## config.mk

```make
export PLATFORM = sky130hd
export DESIGN_NAME = tipi_rpi_shift
export DESIGN_NICKNAME = d
export VERILOG_FILES = /design/src/rtl/tipi_pkg.sv /design/src/rtl/tipi_sync_edge.sv /design/src/rtl/tipi_rpi_shift.sv
export SDC_FILE = /design/constraint.sdc
export NUM_CORES = 1
export LEC_CHECK = 0
export ABC_AREA = 0
export BUFFER_PORTS_ARGS = -buffer_cell sky130_fd_sc_hd__buf_2
export CAP_MARGIN = 20
export CORE_MARGIN = 1
export CORE_UTILIZATION = 56
export DETAILED_ROUTE_END_ITERATION = 6
export PLACE_DENSITY = 0.79
export SLEW_MARGIN = 20
export SYNTH_ARGS = -nofsm -noshare
export SYNTH_HDL_FRONTEND = slang
export SYNTH_SLANG_ARGS = --single-unit
```

## constraint.sdc

```tcl
create_clock -name clk -period 2.25 [get_ports clk]
set_input_delay 0.45 -clock clk [delete_from_list [all_inputs] [get_ports clk]]
set_output_delay 0.45 -clock clk [all_outputs]
set_load 0.02 [all_outputs]
```

## src/rtl/tipi_pkg.sv

```systemverilog
// Shared definitions for the TIPI Raspberry Pi serial port: register
// select encodings, the frame FSM state type and the default width.
package tipi_pkg;

   localparam int TIPI_WIDTH = 8;

   // rpi_rsel encodings: bit 1 set means the RPi is writing a register.
   localparam logic [1:0] RSEL_TD = 2'b00;
   localparam logic [1:0] RSEL_TC = 2'b01;
   localparam logic [1:0] RSEL_RD = 2'b10;
   localparam logic [1:0] RSEL_RC = 2'b11;

   typedef enum logic [2:0] {
      ARM,
      IDLE,
      LOAD,
      SHIFT,
      DONE
   } tipi_state_e;

   // True when the select addresses an RPi-to-TI register (RD/RC).
   function automatic logic is_write_sel(input logic [1:0] sel);
      return sel[1];
   endfunction

endpackage

```

## src/rtl/tipi_sync_edge.sv

```systemverilog
// Single-bit synchronizer for an asynchronous RPi GPIO line, followed by
// one extra registered copy used to decode rise/fall pulses.
module tipi_sync_edge #(
   parameter int SYNC_STAGES = 2
) (
   input  logic clk,
   input  logic rst_n,
   input  logic async_i,
   output logic sync_o,
   output logic rise_o,
   output logic fall_o
);

   logic [SYNC_STAGES-1:0] sync_q;
   logic                   prev_q;

   // Shift the pin through the synchronizer chain and keep the last level.
   always_ff @(posedge clk) begin
      if (!rst_n) begin
         sync_q <= '0;
         prev_q <= 1'b0;
      end else begin
         // NOTE: non-blocking assignments let every flop sample the value
         // from before the edge, so the chain really has SYNC_STAGES stages.
         sync_q <= (sync_q << 1) | SYNC_STAGES'(async_i);
         prev_q <= sync_q[SYNC_STAGES-1];
      end
   end

   assign sync_o = sync_q[SYNC_STAGES-1];

   // Edge pulses come straight from flop outputs, so they are glitch-free
   // and last exactly one clk.
   assign rise_o = sync_q[SYNC_STAGES-1] & ~prev_q;
   assign fall_o = ~sync_q[SYNC_STAGES-1] & prev_q;

endmodule

```

## src/rtl/tipi_rpi_shift.sv

```systemverilog
// Raspberry Pi side of the TIPI latches. The RPi clocks bytes serially over
// slow asynchronous GPIO: read frames return a tear-free snapshot of the TI
// written TD/TC latches, write frames load the RD/RC registers the TI reads.
module tipi_rpi_shift
   import tipi_pkg::*;
#(
   parameter int WIDTH       = TIPI_WIDTH,
   parameter int SYNC_STAGES = 2
) (
   input  logic             clk,
   input  logic             rst_n,
   input  logic             rpi_sclk,
   input  logic             rpi_sdi,
   input  logic             rpi_le,
   input  logic [1:0]       rpi_rsel,
   output logic             rpi_sdo,
   input  logic [WIDTH-1:0] ti_data_q,
   input  logic [WIDTH-1:0] ti_control_q,
   output logic [WIDTH-1:0] rpi_data_q,
   output logic [WIDTH-1:0] rpi_control_q,
   output logic             rd_strobe,
   output logic             rc_strobe,
   output logic             frame_err
);

   localparam int CNT_W = $clog2(WIDTH) + 1;
   // ARM waits this many clk after reset so the le synchronizer reflects
   // the real pin level before it is trusted.
   localparam int ARM_SETTLE = SYNC_STAGES + 1;
   localparam int ARM_W      = $clog2(ARM_SETTLE + 1) + 1;

   // ---------------------------------------------------------------------
   // Input synchronizers
   // ---------------------------------------------------------------------
   logic       sclk_rise;
   logic       le_sync, le_rise, le_fall;
   logic       sdi_sync;
   logic [1:0] rsel_sync;

   logic       sclk_sync_unused, sclk_fall_unused;
   logic       sdi_rise_unused, sdi_fall_unused;
   logic [1:0] rsel_rise_unused, rsel_fall_unused;

   tipi_sync_edge #(.SYNC_STAGES(SYNC_STAGES)) u_sync_sclk (
      .clk     (clk),
      .rst_n   (rst_n),
      .async_i (rpi_sclk),
      .sync_o  (sclk_sync_unused),
      .rise_o  (sclk_rise),
      .fall_o  (sclk_fall_unused)
   );

   tipi_sync_edge #(.SYNC_STAGES(SYNC_STAGES)) u_sync_le (
      .clk     (clk),
      .rst_n   (rst_n),
      .async_i (rpi_le),
      .sync_o  (le_sync),
      .rise_o  (le_rise),
      .fall_o  (le_fall)
   );

   // Same depth as sclk, so sdi_sync is the bit the RPi set up before the
   // sclk rise that is being detected this cycle.
   tipi_sync_edge #(.SYNC_STAGES(SYNC_STAGES)) u_sync_sdi (
      .clk     (clk),
      .rst_n   (rst_n),
      .async_i (rpi_sdi),
      .sync_o  (sdi_sync),
      .rise_o  (sdi_rise_unused),
      .fall_o  (sdi_fall_unused)
   );

   for (genvar g = 0; g < 2; g++) begin : g_rsel_sync
      tipi_sync_edge #(.SYNC_STAGES(SYNC_STAGES)) u_sync_rsel (
         .clk     (clk),
         .rst_n   (rst_n),
         .async_i (rpi_rsel[g]),
         .sync_o  (rsel_sync[g]),
         .rise_o  (rsel_rise_unused[g]),
         .fall_o  (rsel_fall_unused[g])
      );
   end

   // ---------------------------------------------------------------------
   // Frame state
   // ---------------------------------------------------------------------
   tipi_state_e      state_q, state_d;
   logic [1:0]       frame_sel_q, frame_sel_d;
   logic [CNT_W-1:0] cnt_q, cnt_d;
   logic [WIDTH-1:0] shift_q, shift_d;
   logic [WIDTH-1:0] sample_q, sample_d;
   logic             sample_vld_q, sample_vld_d;
   logic             overrun_q, overrun_d;
   logic             sdo_q, sdo_d;
   logic [ARM_W-1:0] arm_cnt_q, arm_cnt_d;
   logic [WIDTH-1:0] rpi_data_d, rpi_control_d;
   logic             rd_strobe_q, rd_strobe_d;
   logic             rc_strobe_q, rc_strobe_d;
   logic             frame_err_q, frame_err_d;

   logic [WIDTH-1:0] sel_latch;
   logic             frame_ok;

   assign sel_latch = (frame_sel_q == RSEL_TC) ? ti_control_q : ti_data_q;
   assign frame_ok  = (cnt_q == CNT_W'(WIDTH)) && !overrun_q;

   // Next-state and output decode for the frame FSM.
   always_comb begin
      // NOTE: every variable gets its hold value first so no path through
      // the case statement can leave one unassigned and infer a latch.
      state_d       = state_q;
      frame_sel_d   = frame_sel_q;
      cnt_d         = cnt_q;
      shift_d       = shift_q;
      sample_d      = sample_q;
      sample_vld_d  = sample_vld_q;
      overrun_d     = overrun_q;
      sdo_d         = sdo_q;
      arm_cnt_d     = arm_cnt_q;
      rpi_data_d    = rpi_data_q;
      rpi_control_d = rpi_control_q;
      rd_strobe_d   = 1'b0;
      rc_strobe_d   = 1'b0;
      frame_err_d   = 1'b0;

      unique case (state_q)
         ARM: begin
            // Refuse to start until le is seen low, so a le held high
            // through reset cannot open a partial frame.
            if (arm_cnt_q != ARM_W'(ARM_SETTLE)) begin
               arm_cnt_d = arm_cnt_q + ARM_W'(1);
            end else if (!le_sync) begin
               state_d = IDLE;
            end
         end

         IDLE: begin
            sdo_d = 1'b0;
            if (le_rise) begin
               frame_sel_d  = rsel_sync;
               cnt_d        = '0;
               overrun_d    = 1'b0;
               sample_vld_d = 1'b0;
               shift_d      = '0;
               state_d      = is_write_sel(rsel_sync) ? SHIFT : LOAD;
            end
         end

         LOAD: begin
            // Two equal consecutive samples mean no TI write was in flight,
            // so the snapshot cannot be torn.
            sample_d     = sel_latch;
            sample_vld_d = 1'b1;
            if (le_fall) begin
               state_d = DONE;
            end else if (sample_vld_q && (sel_latch == sample_q)) begin
               shift_d = sel_latch;
               sdo_d   = sel_latch[WIDTH-1];
               state_d = SHIFT;
            end
         end

         SHIFT: begin
            if (sclk_rise) begin
               if (cnt_q < CNT_W'(WIDTH)) begin
                  if (is_write_sel(frame_sel_q)) begin
                     shift_d = {shift_q[WIDTH-2:0], sdi_sync};
                  end else begin
                     shift_d = {shift_q[WIDTH-2:0], 1'b0};
                     sdo_d   = shift_q[WIDTH-2];
                  end
                  cnt_d = cnt_q + CNT_W'(1);
               end else begin
                  overrun_d = 1'b1;
               end
            end
            // A bit arriving with le fall is taken first; DONE then sees
            // the updated count.
            if (le_fall) begin
               state_d = DONE;
            end
         end

         DONE: begin
            if (!frame_ok) begin
               frame_err_d = 1'b1;
            end else if (frame_sel_q == RSEL_RD) begin
               rpi_data_d  = shift_q;
               rd_strobe_d = 1'b1;
            end else if (frame_sel_q == RSEL_RC) begin
               rpi_control_d = shift_q;
               rc_strobe_d   = 1'b1;
            end
            state_d = IDLE;
         end

         default: state_d = ARM;
      endcase
   end

   // Register all frame state and outputs; reset abandons any open frame.
   always_ff @(posedge clk) begin
      if (!rst_n) begin
         state_q       <= ARM;
         frame_sel_q   <= RSEL_TD;
         cnt_q         <= '0;
         shift_q       <= '0;
         sample_q      <= '0;
         sample_vld_q  <= 1'b0;
         overrun_q     <= 1'b0;
         sdo_q         <= 1'b0;
         arm_cnt_q     <= '0;
         rpi_data_q    <= '0;
         rpi_control_q <= '0;
         rd_strobe_q   <= 1'b0;
         rc_strobe_q   <= 1'b0;
         frame_err_q   <= 1'b0;
      end else begin
         state_q       <= state_d;
         frame_sel_q   <= frame_sel_d;
         cnt_q         <= cnt_d;
         shift_q       <= shift_d;
         sample_q      <= sample_d;
         sample_vld_q  <= sample_vld_d;
         overrun_q     <= overrun_d;
         sdo_q         <= sdo_d;
         arm_cnt_q     <= arm_cnt_d;
         rpi_data_q    <= rpi_data_d;
         rpi_control_q <= rpi_control_d;
         rd_strobe_q   <= rd_strobe_d;
         rc_strobe_q   <= rc_strobe_d;
         frame_err_q   <= frame_err_d;
      end
   end

   assign rpi_sdo   = sdo_q;
   assign rd_strobe = rd_strobe_q;
   assign rc_strobe = rc_strobe_q;
   assign frame_err = frame_err_q;

endmodule
```

* After elaboration in Yosys (flattened, before gate mapping)
Cells that the tools add are included.
** Word-level totals
- Flip-flop bits (word level) :: 62
- Input bits :: 23
- Output and inout bits :: 20
- Logic and storage cells :: 114
** Operators by class
- $add $sub $neg :: 2
- Order comparisons :: 1
- Equality and inequality tests :: 21
- Multiplexer cells :: 34
- Bitwise logic cells :: 15
- Reduce and logical (&&, ||, !) cells :: 20
** Operators by type and width (number)
- 2-to-1 mux 8 bit :: 6
- one-hot mux 8 bit (3 select lines) :: 1
- != test 2 bit, second input constant :: 10
- 2-to-1 mux 3 bit :: 6
- one-hot mux 3 bit (5 select lines) :: 1
- 2-to-1 mux 1 bit :: 13
- 2-to-1 mux 4 bit :: 3
- AND reduction 4 bit :: 3
- AND reduction 6 bit :: 2
- OR 2 x 1 -> 2 bit :: 5
- == test 8 bit :: 1
- one-hot mux 4 bit (2 select lines) :: 1
- AND reduction 2 bit :: 4
- NOT 1 bit :: 7
- == test 3 x 2 -> 1 bit, second input constant :: 2
- AND reduction 3 bit :: 2
- AND reduction 5 bit :: 1
- adder 4 x 1 -> 4 bit, second input constant :: 1
- == test 2 bit, second input constant :: 2
- == test 4 bit, second input constant :: 1
- less-than comparator 4 bit, second input constant :: 1
- one-hot mux 1 bit (2 select lines) :: 2
- nonzero test 2 bit :: 2
- OR reduction 4 bit :: 1
- other kinds (12) :: 15

* Depth between registers and ports, before layout
- Depth in word-level cells :: 7
- Gate-level depth with buffers :: 8

* Cells and area by module
Synthesis repeated with hierarchy kept, for this count alone.
** Unflattened totals
- Cells, all modules :: 322
- Area total of the unflattened synthesis :: 2872.8 um^2
** By module, submodules not included
- tipi_rpi_shift :: instances 1, cells an instance 282, area each 2416.1 um^2, seq. area each 1001.0 um^2
- tipi_sync_edge :: instances 5, cells an instance 8, area each 91.3 um^2, seq. area each 60.1 um^2

* Worst setup path before layout
No wires, ideal clock.
- Path kind :: reg2reg
- Start :: register frame_sel_q[1]
- End :: register shift_q[0]
- Setup time :: 125 ps
- Data arrival time :: 1803 ps
- Path slack :: 321 ps
- Stages on the path, launching flop included :: 9
- Path buffers :: 2
- Period minus slack after synthesis :: 1929 ps
- Cells stage by stage :: dfxtp_1 -> nand2b_1 -> buf_6 -> mux2_4 -> xor2_1 -> or3_1 -> buf_6 -> o2111ai_1 -> nand3_1
** Between the ends
- Word-level cells in the longest chain between the ends :: 6
- Elaborated cells between the ends (all ways) :: 12
- Classes of those cells :: 3 x eq/ne; 7 x mux; 2 x reduce/logical
** RTL lines
- from (decl) :: line tipi_rpi_shift.sv:88 : logic [1:0] frame_sel_q, frame_sel_d;
- from (signal assigned) :: line tipi_rpi_shift.sv:220 : frame_sel_q <= frame_sel_d;
- == test 2 x 1 -> 1 bit :: line tipi_rpi_shift.sv:104 : assign sel_latch = (frame_sel_q == RSEL_TC) ? ti_control_q : ti_data_q;
- 2-to-1 mux 8 bit :: line tipi_rpi_shift.sv:104
- == test 8 bit :: line tipi_rpi_shift.sv:156 : end else if (sample_vld_q && (sel_latch == sample_q)) begin
- logical AND 1 bit :: line tipi_rpi_shift.sv:156
- != test 2 bit (no source line)
- AND reduction 6 bit (no source line)
- to (signal assigned) :: line tipi_rpi_shift.sv:222 : shift_q <= shift_d;
- to (decl) :: line tipi_rpi_shift.sv:90 : logic [WIDTH-1:0] shift_q, shift_d;
Several ways; a longest one is shown, not always the timed one. The select of a mux whose other input is x is not followed.
A chain may end at the register's enable or synchronous reset.

* Final worst setup path
- Start :: register frame_sel_q[1]
- End :: register shift_q[4]
** Between the ends
- Word-level cells in the longest chain between the ends :: 6
- Elaborated cells between the ends (all ways) :: 9
- Classes of those cells :: 3 x eq/ne; 4 x mux; 2 x reduce/logical
** RTL lines (line)
- == test 2 x 1 -> 1 bit (*) :: tipi_rpi_shift.sv:104
- 2-to-1 mux 8 bit (*) :: tipi_rpi_shift.sv:104
- == test 8 bit :: tipi_rpi_shift.sv:156
- logical AND 1 bit :: tipi_rpi_shift.sv:156
- != test 2 bit (no source line)
- AND reduction 6 bit (no source line)
Every way passes the cells marked *; elsewhere a longest branch is shown, timed or not. The select of a mux whose other input is x is not followed.

==> summary.md <==
| Metric | Value |
|---|---|
| Status | `complete, no violations` |
| Setup CP Type | `reg2reg` |
| Max FO, Critical Path | `8` |
| Synth warn | `0` |
| Slew @ Worst Pin | `roughly 0.48 ns` |
| IO Port Bufs | `42` |
| Hold Slack | `between 0.3 and 0.4 ns` |
| Pwr Total | `approximately 2400 uW` |
| TritonCTS Buffers | `9` |
| Initial DRT Pass Iterations | `4` |
| Setup-failing EPs final | `0` |
| Total grt overflow | `0` |
| Initial antenna violation count | `0` |
| Worst setup SP type | `register` |
| Wirelength, routed | `6464 um` |
| Die Y | `around 74 um` |
| Setup ws final | `between 0.1 and 0.15 ns` |
| Critical Path RT | `2.47 ns` |
| Synth Flop Type | `dfxtp_1` |
| CP endpoint kind | `register` |
| Area of the die | `about 0.0054 sq mm` |
| Post-detailed-route wirelength per cell | `about 15 um` |
| Number of synthesized flops with an enable pin | `0` |
| Antenna viol nets, final | `0` |
| Site Rows | `25` |
| Min-delay worst type | `in2reg` |
| Largest net degree at the start of global routing | `roughly 40` |
| Final period utilization | `93.90%` |
| Seq cells post-synth | `62` |
| Fraction of layout cells with a size suffix above 1 | `21.98%` |
| Setup TNS | `0 ns` |
| # resized after CTS | `0` |
| Post-synthesis cell type count | `42` |
| Number of nets in the layout | `a little under 400` |
| # diodes | `0` |
| Pins Over Slew Limit | `0` |
| Vias in the first global route | `around 2300` |
| Reg-to-Reg Start | `frame_sel_q[1]` |
| Crit. Startpoint | `frame_sel_q[1]` |
| Fin crit period | `between 2 and 2.5 ns` |
| Number of remaining DRC errors | `0` |
| Maximum Capacitance Violations | `0` |
| Initial core utilization | `about three fifths` |
| Peak supply drop | `between 0.0005 and 0.0006 V` |
| CTS tree | `built` |
| DP Worst Slack | `0.1804 ns` |
| CTS Hold Bufs | `0` |
| GRT Resource Usage Total | `around 26%` |
| Max clock buf depth | `2` |
| Area delta synth->final | `16.53%` |
| Htree depth | `3` |
| Post-DP HPWL | `~4500 um` |
| Mapped cell area | `0.002884 sq mm` |
| Critical path arrival | `approximately 2.3 ns` |
| Slew Limit Headroom | `67.69%` |
| Fillers | `around 400` |
| Finished Core Util | `a little under 70%` |
| Fmax | `approximately 470 MHz` |
| Worst-path clk slew | `0.06 ns` |
| Final Hold Fails | `0` |
| Post-Syn Area per Cell | `roughly 9.0 sq um` |
| # Post-CTS Setup Buffers | `0` |
| Pleak | `between 0.0015 and 0.002 uW` |
| RSZ-0062 raised after global routing | `no` |
| Core area | `about 0.0048 sq mm` |
| Vias | `between 2000 and 3000` |
| GP Congestion | `0.8918` |
| Seq/Total Area, Yosys | `43.04%` |
| Syn nets | `around 350` |
| I/O pin count | `43` |
| Post-Synthesis Cells | `319` |
| Starting DRT DRC Count | `roughly 130` |
| Root Buffer | `clkbuf_8` |
| Fraction of registers with async set/reset | `0%` |
| Skew-Pair Late Insertion Delay | `0.34 ns` |
| Vias per inst | `between 5 and 6` |
| First-pass GRT wire length | `10490 um` |
| Clock Skew | `0.003354 ns` |
| Num Clock Sinks | `62` |
| Hold path start | `rpi_sclk` |
| Die width | `73.77 um` |
| Pwr dens | `702.7 mW/mm^2` |
through the flow:
stage	cell area, sq um	instances
2_1_floorplan	2884	319
3_3_place_gp	3174	424
3_5_place_dp	3174	424
4_1_cts	3361	440
5_1_grt	3361	440
6_report	3361	440
kinds of logic after synthesis:
family                     after synthesis  synth area share, %
buffers and inverters                   30                5.900
and+or+nand+nor                        123                21.17
AOI/OAI and AO/OA                       61                14.32
DFF                                     62                43.04
xor gates and xnor gates                11                3.341
muxes                                   28                10.50
adders and majority gates                4                1.735
routing by layer:
metal	global-route usage, %	share of wire [%]	up-vias
met5	0	0	-
met4	11.11	2.0	0
met3	7.682	5.4	13
met2	41.59	47	82
met1	32.34	45	1174
li1	-	-	1240
state kept, by name (all words and copies together), names as in the netlist, 3 cells and up:
signal,count
arm_cnt_q,3
rpi_data_q,8
rpi_control_q,8
state_q,3
cnt_q,4
g_rsel_sync.u_sync_rsel.sync_q,4
sample_q,8
shift_q,8
cells in the mapped netlist, types with 5 or more instances:
library cell / count / area (sq um)
nor2_1: 41 / 153.9
a211oi_1: 5 / 37.54
and2_1: 11 / 68.82
nand3_1: 14 / 70.07
xor2_1: 8 / 70.07
buf_6: 6 / 67.56
nand4_1: 12 / 75.07
nor3_1: 5 / 25.02
inv_1: 9 / 33.78
o21ai_0: 9 / 45.04
a32oi_1: 8 / 70.07
dfxtp_1: 62 / 1241
a21oi_1: 18 / 90.09
clkbuf_1: 8 / 30.03
mux2i_1: 22 / 220.2
o2111ai_1: 8 / 70.07
nand2_1: 20 / 75.07
layout make-up:
class                      instances  area [sq um]  area share, %
clock buffer                      13         168.9          5.026
clock inverter                     3         17.52         0.5212
inverter                           9         33.78          1.005
multi-input combinational        227          1478          43.97
sequential                        62          1241          36.93
tap                               67         83.83          2.494
timing repair buffer              59         337.8          10.05
worst max-delay path, stage by stage, from the launching register on:
cell and delay (ns):
dfxtp_1 0.34, nand2b_1 0.35, mux2_4 0.35, xor2_1 0.15, or3_1 0.46, o2111ai_1 0.24, nand3_1 0.11
report_power, final:
group / total (uW) / leakage (uW) / internal [uW] / switching (uW)
clock: 900 / 0.0000954 / 486 / 414
sequential: 1170 / 0.000502 / 1140 / 31.8
combinational: 288 / 0.000910 / 128 / 160
total: 2360 / 0.00151 / 1760 / 606
cell usage in the layout (no fill, tap or decap), drive strengths merged, types with 3 or more instances in the layout:
| cell type | n |
|---|---|
| dfxtp | 62 |
| a21oi | 18 |
| xnor2 | 3 |
| o2111ai | 8 |
| xor2 | 8 |
| a2bb2oi | 3 |
| nand3 | 14 |
| o21ai | 9 |
| nor2b | 4 |
| nand2b | 4 |
| buf | 59 |
| nand4 | 12 |
| mux2 | 5 |
| mux2i | 23 |
| inv | 9 |
| a32oi | 8 |
| nor3 | 5 |
| clkbuf | 13 |
| ha | 4 |
| nor4 | 3 |
| nand2 | 20 |
| and2 | 11 |
| nor2 | 41 |
| a31oi | 4 |
| a211oi | 5 |
worst paths after layout:
kind	to	slack, ns	depth (start not counted)
worst max register to register	shift_q[4]	0.14	6
worst max-delay path	shift_q[4]	0.14	6
worst min-delay path	u_sync_sclk.sync_q[0]	0.31	2
worst min register to register	g_rsel_sync[1].u_sync_rsel.sync_q[1]	0.43	1
(Power assumes the default switching activity.)
